**src/rtl/cnt_run_sched_if.sv**
```systemverilog
// cnt_run_sched_if
//   Bundles the requester-side and counter-side signals of the shared counter
//   scheduler.
//   master : requesters drive req/start_val/run_len/hold and observe the results.
//   slave  : the scheduler drives grant/status and the counter pe/ce/d controls.
//   req        per-requester run request
//   start_val  packed start values, slot i = [i*DW +: DW]
//   run_len    packed run lengths, slot i = [i*LW +: LW]
//   hold       pause counting during a run
//   gnt/busy/done/abort  scheduler status
//   pe/ce/d    counter load enable, count enable, load value
interface cnt_run_sched_if #(
  parameter int NREQ = 2,
  parameter int DW   = 3,
  parameter int LW   = 4
);
  logic [NREQ-1:0]    req;
  logic [NREQ*DW-1:0] start_val;
  logic [NREQ*LW-1:0] run_len;
  logic               hold;
  logic [NREQ-1:0]    gnt;
  logic               busy;
  logic [NREQ-1:0]    done;
  logic               abort;
  logic               pe;
  logic               ce;
  logic [DW-1:0]      d;

  modport master (
    output req, start_val, run_len, hold,
    input  gnt, busy, done, abort, pe, ce, d
  );

  modport slave (
    input  req, start_val, run_len, hold,
    output gnt, busy, done, abort, pe, ce, d
  );
endinterface

```
**src/rtl/cnt_run_sched.sv**
```systemverilog
// cnt_run_sched
//   Round-robin scheduler that shares one loadable up-counter among NREQ
//   requesters. A granted requester gets one load (pe) of its start value
//   followed by exactly run_len count enables (ce), then a done pulse.
//   Dropping the granted request mid-run ends the run with an abort pulse.
//   clk   clock, all state on posedge
//   rstn  synchronous active-low reset
//   bus   cnt_run_sched_if slave modport (requests, status, counter controls)
//
//   state | meaning
//   IDLE  | no run, arbitrating among requests
//   LOAD  | pe high, counter takes the latched start value
//   RUN   | ce high unless hold, rem counts remaining enables
//   DONE  | done pulse on the granted bit, grant still held
module cnt_run_sched #(
  parameter int NREQ = 2,
  parameter int DW   = 3,
  parameter int LW   = 4
) (
  input  logic            clk,
  input  logic            rstn,
  cnt_run_sched_if.slave  bus
);
  localparam int IW = (NREQ > 2) ? 2 : 1;

  typedef enum logic [1:0] {IDLE, LOAD, RUN, DONE} state_t;

  state_t          state;
  logic [IW-1:0]   last_gnt;
  logic [IW-1:0]   win;
  logic [IW-1:0]   nxt;
  logic            nxt_found;
  logic [LW-1:0]   len;
  logic [LW-1:0]   rem;
  logic [NREQ-1:0] gnt_q;
  logic [NREQ-1:0] done_q;
  logic            abort_q;
  logic [DW-1:0]   d_q;
  logic            granted_req;

  // First requester found scanning upward from the one after the last grant.
  always_comb begin
    nxt       = last_gnt;
    nxt_found = 1'b0;
    for (int k = 1; k <= NREQ; k++) begin
      if (!nxt_found && bus.req[(int'(last_gnt) + k) % NREQ]) begin
        nxt       = IW'((int'(last_gnt) + k) % NREQ);
        nxt_found = 1'b1;
      end
    end
  end

  assign granted_req = bus.req[win];

  always_ff @(posedge clk) begin
    if (!rstn) begin
      state    <= IDLE;
      last_gnt <= IW'(NREQ - 1);
      win      <= '0;
      len      <= '0;
      rem      <= '0;
      gnt_q    <= '0;
      done_q   <= '0;
      abort_q  <= 1'b0;
      d_q      <= '0;
    end else begin
      done_q  <= '0;
      abort_q <= 1'b0;
      case (state)
        IDLE: begin
          if (|bus.req) begin
            win   <= nxt;
            gnt_q <= NREQ'(1) << nxt;
            d_q   <= bus.start_val[nxt*DW +: DW];
            len   <= bus.run_len[nxt*LW +: LW];
            state <= LOAD;
          end
        end
        LOAD: begin
          if (!granted_req) begin
            state    <= IDLE;
            gnt_q    <= '0;
            abort_q  <= 1'b1;
            last_gnt <= win;
          end else if (len == '0) begin
            state  <= DONE;
            done_q <= gnt_q;
          end else begin
            rem   <= len;
            state <= RUN;
          end
        end
        RUN: begin
          if (!granted_req) begin
            state    <= IDLE;
            gnt_q    <= '0;
            abort_q  <= 1'b1;
            last_gnt <= win;
          end else if (!bus.hold) begin
            // This edge consumes one count enable.
            rem <= rem - 1'b1;
            if (rem == LW'(1)) begin
              state  <= DONE;
              done_q <= gnt_q;
            end
          end
        end
        DONE: begin
          state    <= IDLE;
          gnt_q    <= '0;
          last_gnt <= win;
        end
        default: state <= IDLE;
      endcase
    end
  end

  assign bus.gnt   = gnt_q;
  assign bus.done  = done_q;
  assign bus.abort = abort_q;
  assign bus.d     = d_q;
  assign bus.busy  = (state != IDLE);
  assign bus.pe    = (state == LOAD);
  assign bus.ce    = (state == RUN) && !bus.hold;
endmodule

```
**src/flat_wrapper.sv**
```systemverilog
// flat-port wrapper written by rule: the top's interface ports become plain ports
module cnt_run_sched_flat 
#(
  parameter int NREQ = 2,
  parameter int DW   = 3,
  parameter int LW   = 4
)
  (clk, rstn, bus_req, bus_start_val, bus_run_len, bus_hold, bus_gnt, bus_busy, bus_done, bus_abort, bus_pe, bus_ce, bus_d);
  cnt_run_sched_if #(.NREQ(NREQ), .DW(DW), .LW(LW)) bus_i ();
  input  logic clk;
  input  logic rstn;
  input wire logic [$bits(bus_i.req)-1:0] bus_req;
  input wire logic [$bits(bus_i.start_val)-1:0] bus_start_val;
  input wire logic [$bits(bus_i.run_len)-1:0] bus_run_len;
  input wire logic [$bits(bus_i.hold)-1:0] bus_hold;
  output wire logic [$bits(bus_i.gnt)-1:0] bus_gnt;
  output wire logic [$bits(bus_i.busy)-1:0] bus_busy;
  output wire logic [$bits(bus_i.done)-1:0] bus_done;
  output wire logic [$bits(bus_i.abort)-1:0] bus_abort;
  output wire logic [$bits(bus_i.pe)-1:0] bus_pe;
  output wire logic [$bits(bus_i.ce)-1:0] bus_ce;
  output wire logic [$bits(bus_i.d)-1:0] bus_d;
  assign bus_i.req = bus_req;
  assign bus_i.start_val = bus_start_val;
  assign bus_i.run_len = bus_run_len;
  assign bus_i.hold = bus_hold;
  assign bus_gnt = bus_i.gnt;
  assign bus_busy = bus_i.busy;
  assign bus_done = bus_i.done;
  assign bus_abort = bus_i.abort;
  assign bus_pe = bus_i.pe;
  assign bus_ce = bus_i.ce;
  assign bus_d = bus_i.d;
  cnt_run_sched #(.NREQ(NREQ), .DW(DW), .LW(LW)) u_core (.clk(clk), .rstn(rstn), .bus(bus_i));
endmodule
```
**config.mk**
```make
export PLATFORM = sky130hd
export DESIGN_NAME = cnt_run_sched_flat
export DESIGN_NICKNAME = d
export VERILOG_FILES = /design/src/rtl/cnt_run_sched_if.sv /design/src/rtl/cnt_run_sched.sv /design/src/flat_wrapper.sv
export SDC_FILE = /design/constraint.sdc
export NUM_CORES = 1
export LEC_CHECK = 0
export CAP_MARGIN = 30
export CORE_MARGIN = 5
export CORE_UTILIZATION = 60
export DETAILED_ROUTE_END_ITERATION = 8
export DONT_BUFFER_PORTS = 1
export GPL_TIMING_DRIVEN = 0
export PLACE_DENSITY_LB_ADDON = 0.25
export SLEW_MARGIN = 5
export SYNTH_ARGS = -nofsm -noshare
export SYNTH_HDL_FRONTEND = slang
export SYNTH_SLANG_ARGS = --single-unit
```
**constraint.sdc**
```tcl
create_clock -name clk -period 2.3 [get_ports clk]
set_clock_uncertainty 0.1 [all_clocks]
set_input_delay 0.46 -clock clk [delete_from_list [all_inputs] [get_ports clk]]
set_output_delay 0.46 -clock clk [all_outputs]
set_load 0.02 [all_outputs]
```
# == Word-level counts from Yosys, hierarchy flattened ==
# Cells that the tools add are included.
# totals
mem_bits_ro,0
ramBits,0
output_inout_bits,11
latch_bits,0
memories,0
in_bits,19
register_bits,20
# op_classes
mux,35
n_eq_ne,12
magnitude_cmp,3
multipliers,1
n_div,0
addsub,3
shift,3
reduce_logical,17
bitwise_logic,2
# op_table
cell,n
$mux 2,12
$mux 4,4
$mux 1,14
$pmux 2 s4,1
$pmux 4 s2,1
$reduce_and 2->1,4
$shiftx 8x4->4,1
$lt 2x3->1 const B,2
$ne 2x1->1 const B,3
$ne 2x2->1 const B,3
$ne 3x3->1 const B,2
$pmux 2 s3,1
$reduce_bool 2->1,3
$shiftx 6x4->3,1
$reduce_and 5->1,1
$eq 2x2->1 const B,2
$eq 4x1->1 const B,1
$logic_not 4->1,1
$pmux 2 s2,1
$reduce_or 2->1,2
$sub 4x1->4 const B,1
$mul 1x2->3 const B,1
$reduce_and 3->1,1
$add 1x1->1 const B,2
8 further kinds,11

# == Depth between registers and ports, before layout ==
# depth
ltp_word,12
depth_mapped,7
ltp_nobuf,6

# == Least setup slack after synthesis ==
# OpenSTA, ideal clock, no wires.
# synth_timing
path_kind,register to register
startpoint,register u_core.state[0]
endpoint,register u_core.rem[0]
slack_ns,0.396
path_stages_with_launch,8
period_less_slack_ns,1.904
arrival_ns,1.682
setup_ns,0.122
required_ns,2.078
path_buffers,1
cell_sequence,dfxtp_1 inv_1 ha_1 clkbuf_1 nor2_1 a211o_1 or2_4 o311a_1
# synth_between
elab_chain_len,3
elab_cells_between_ends,9
classes_between,6 x eq/ne; 1 x mux; 2 x reduce/logical
# synth_rtl
item,line_no,text
from (decl),cnt_run_sched.sv:28,state_t state;
from (signal assigned),cnt_run_sched.sv:57,state <= IDLE;
from (signal assigned),cnt_run_sched.sv:76,state <= LOAD;
from (signal assigned),cnt_run_sched.sv:81,state <= IDLE;
$eq 2x2->1 / $eq 2x1->1 (equally long branches),cnt_run_sched.sv:69,case (state)
"$ne 2x1->1 (no source line), or another cell as far along",n/a,
$reduce_and 5->1 (no source line),n/a,
to (signal assigned),cnt_run_sched.sv:89,rem <= len;
to (signal assigned),cnt_run_sched.sv:101,rem <= rem - 1'b1;
to (decl),cnt_run_sched.sv:34,logic [LW-1:0] rem;
# Several ways; a longest one is shown, not always the timed one.
# A chain may end at the register's enable or synchronous reset.

# == Worst setup path after layout ==
# layout_timing
startpoint,register u_core.state[0]
endpoint,output port bus_ce
# layout_between
elab_chain_len,2
# layout_rtl
item,line_no,text
$eq 2x2->1,cnt_run_sched.sv:124,assign bus.ce = (state == RUN) && !bus.hold;
$logic_and 1x1->1,cnt_run_sched.sv:124,
to (decl),flat_wrapper.sv:21,output wire logic [$bits(bus_i.ce)-1:0] bus_ce;
# Every way passes these cells.

==> flow_metrics.tcl <==
set metrics [dict create \
    status "complete, no violations" \
    first_pass_iters 4 \
    synthAdderAreaFrac_pct 7.22 \
    rows 15 \
    synth_top_area_share_pct 38.5 \
    synth_most_common_cell "nor2_1" \
    async_flop_share_pct 0 \
    ys_ff_latch 20 \
    grtUsageTotal_pct 20.3 \
    wl_met3_um 180 \
    fillers 138 \
    finalCriticalPeriod_ps 2140 \
    path_class "flip-flop to output pin" \
    diodes 0 \
    cpMaxStageDelayCell "dfxtp_1" \
    startpoint_type "flip-flop" \
    maxCapViolCount 0 \
    synth_top_family_by_area "compound AO/OA/AOI/OAI gates" \
    synth_compound_area_share_pct 20.2 \
    synth_xor_area_share_pct 0 \
    cts_tree "done" \
    slowest_delay_ps 350 \
    synth.avg_cell_area_um2 8.81 \
    p_clk_share_pct 31.5 \
    leakage_nw 0.444 \
    synthSimpleGateAreaFrac_pct 17.9 \
    drv_slew 0 \
    slew_headroom_pct 64.4 \
    hold_violations 0 \
    vias 883 \
    synthTopCellsByArea "dfxtp_1 (39%), mux2i_1 (11%), nor2_1 (7.6%)" \
    clk_path_buf_depth 2 \
    numCtsBuffers 3 \
    remaining_drc_errors 0 \
    endpoint_kind "output pin" \
    grt_setup_unrepaired "false" \
    required_ps 1740 \
    grt_max_degree 13 \
    core_area_um2 1690 \
    port_buffers 0 \
    worst_slew_pin_slew_ps 526 \
    fmax_ghz 0.468 \
    grt_overflow 0 \
    clkLatencyLatePin_ps 300 \
    cp.arrival_ps 1580 \
    p_int_uw 637 \
    highest_layer "met4" \
    drt_iter0_drc 31 \
    wl_met1_um 984 \
    finalPower_uw 906 \
    route.met2.wl_um 1090 \
    finalWirelength_um 2290 \
    synth_top_area_cell "dfxtp_1" \
    design_area_um2 1110 \
    ys_seq_area_share_pct 38.5 \
    grt_pass1_vias 943 \
    synth-main-ff-cell "dfxtp_1" \
    cp_common_cell "inv_1" \
    start_util_pct 61.6 \
    p_sw_share_pct 29.7 \
    yosys_warnings 0 \
    synth_nets 143 \
    p_sw_uw 269 \
    critical_path.cell_chain "inv_1 -> ha_1 -> inv_1 -> nor2_2" \
    cts_max_level 1 \
    synth_common_cells "nor2_1 (21), dfxtp_1 (20), mux2i_1 (11), inv_1 (8), a211oi_1 (7)" \
    layout-drive-gt1-share_pct 8.26 \
    synth_edf_count 0 \
    pwr-share-seq_pct 46.9 \
    io_pins 30 \
    wire_per_inst_um 16.6 \
    die_area_um2 2670 \
    clk_pin_slew_ps 110 \
    fin_nets 147 \
    synthesis.area_um2 1040 \
    postRouteAntennaNets 0 \
    avgViaCountPerCell 6.40 \
    areaGrowthSynthToFinish_pct 7.22 \
    clock-sinks 20 \
    dpl.hpwl_um 1770 \
    dpl_cell_area_um2 1060 \
    final.period_utilization_pct 92.8 \
    crit_path_max_fanout 10 \
    ys_types 31 \
    combPwrFrac_pct 21.6 \
    grt_pass1_wl_um 4130 \
    final_core_util_pct 66.0 \
    synth.mux.area_fraction_pct 11.7 \
    die_w_um 51.6 \
    hp-class "input pin to flip-flop" \
    setup_viol_count_final 0 \
    finalWeightedCongestion 0.830 \
    power_density_nw_per_um2 812 \
    fp.dieH_um 51.6 \
    fin_tns_setup_ps 0 \
    clockRootBuffer "clkbuf_4" \
    peakVddDrop_v 0.000628 \
    syn_inst 118 \
    antenna_found_initial 0 \
    whs_ps 120 \
]
state kept, by name (all words and copies together) (netlist names):
register and count:
u_core.win 1, u_core.len 4, u_core.last_gnt 1, u_core.bus.abort 1, u_core.state 2, u_core.rem 4, u_core.bus.gnt 2, u_core.bus.d 3
u_core.bus.done 2
per-layer routing:
layer  track usage [%]  vias to the layer above
met3              5.16                        5
met1              25.4                      407
met2              33.7                       37
met5                 0                        -
met4              6.99                        0
li1                  -                      434
cell type report:
class / instances / area (µm²) / area share (%)
multi-input combinational: 86 / 598 / 53.6
sequential: 20 / 400 / 35.9
clock inverter: 1 / 30.0 / 2.69
inverter: 8 / 30.0 / 2.69
clock buffer: 3 / 22.5 / 2.02
tap: 17 / 21.3 / 1.91
buffer: 3 / 12.5 / 1.12
cell usage in the layout (no fill, tap or decap), drive strengths merged, types with 4 or more instances in the layout:
cell	Yosys	layout
a211oi	7	7
nor2	21	21
o21ai	4	4
ha	6	6
o31ai	4	4
mux2i	11	11
nand2	4	4
inv	8	8
clkbuf	3	5
dfxtp	20	20
logic make-up after synthesis:
kind of cell | Yosys count
simple gates | 39
fa+ha+maj | 6
compound gates | 29
mux | 12
flops | 20
buf+inv | 12
power by group through the flow:
stage                     Combinational (mW)  Clock (mW)  Sequential [mW]
final                                  0.195       0.285            0.425
after detailed placement               0.192           0            0.433
after floorplan                        0.158           0            0.425
after global placement                 0.184           0            0.431
after global routing                   0.222       0.303            0.431
after CTS                              0.194       0.285            0.425
repair_timing:
| item | 4_1_cts | 5_1_grt |
|---|---|---|
| resized for setup | 1 | 1 |
| endpoints found under the setup margin | 1 | 5 |
| buffers inserted | 0 | 0 |
| hold buffers | 0 | 0 |
worst paths after layout:
check,from,end,slack (ps),cells after the start
min reg2reg,u_core.len[3]$_SDFFE_PN0P_,u_core.len[3]$_SDFFE_PN0P_,430,2
min,rstn,u_core.last_gnt$_SDFFE_PN1P_,120,1
max,u_core.state[0]$_SDFFE_PN0P_,bus_ce,160,4
max reg2reg,u_core.state[1]$_SDFFE_PN0P_,u_core.rem[0]$_SDFFE_PN0P_,290,6
through the flow:
stage | cells | setup WS [ps]
finish | 138 | 164
global route | 138 | 1.41
CTS | 139 | 23.3
detailed placement | 135 | 199
global placement | 135 | 224
floorplan | 118 | 396
worst max-delay path, delay by kind of cell (launching register included):
family	cells	cell delay, ps
flip-flops	1	350
buffers and inverters	2	320
AND/OR/NAND/NOR	1	250
adder cells (fa/ha/maj)	1	350
No activity file was read; power rests on OpenSTA's default activity.
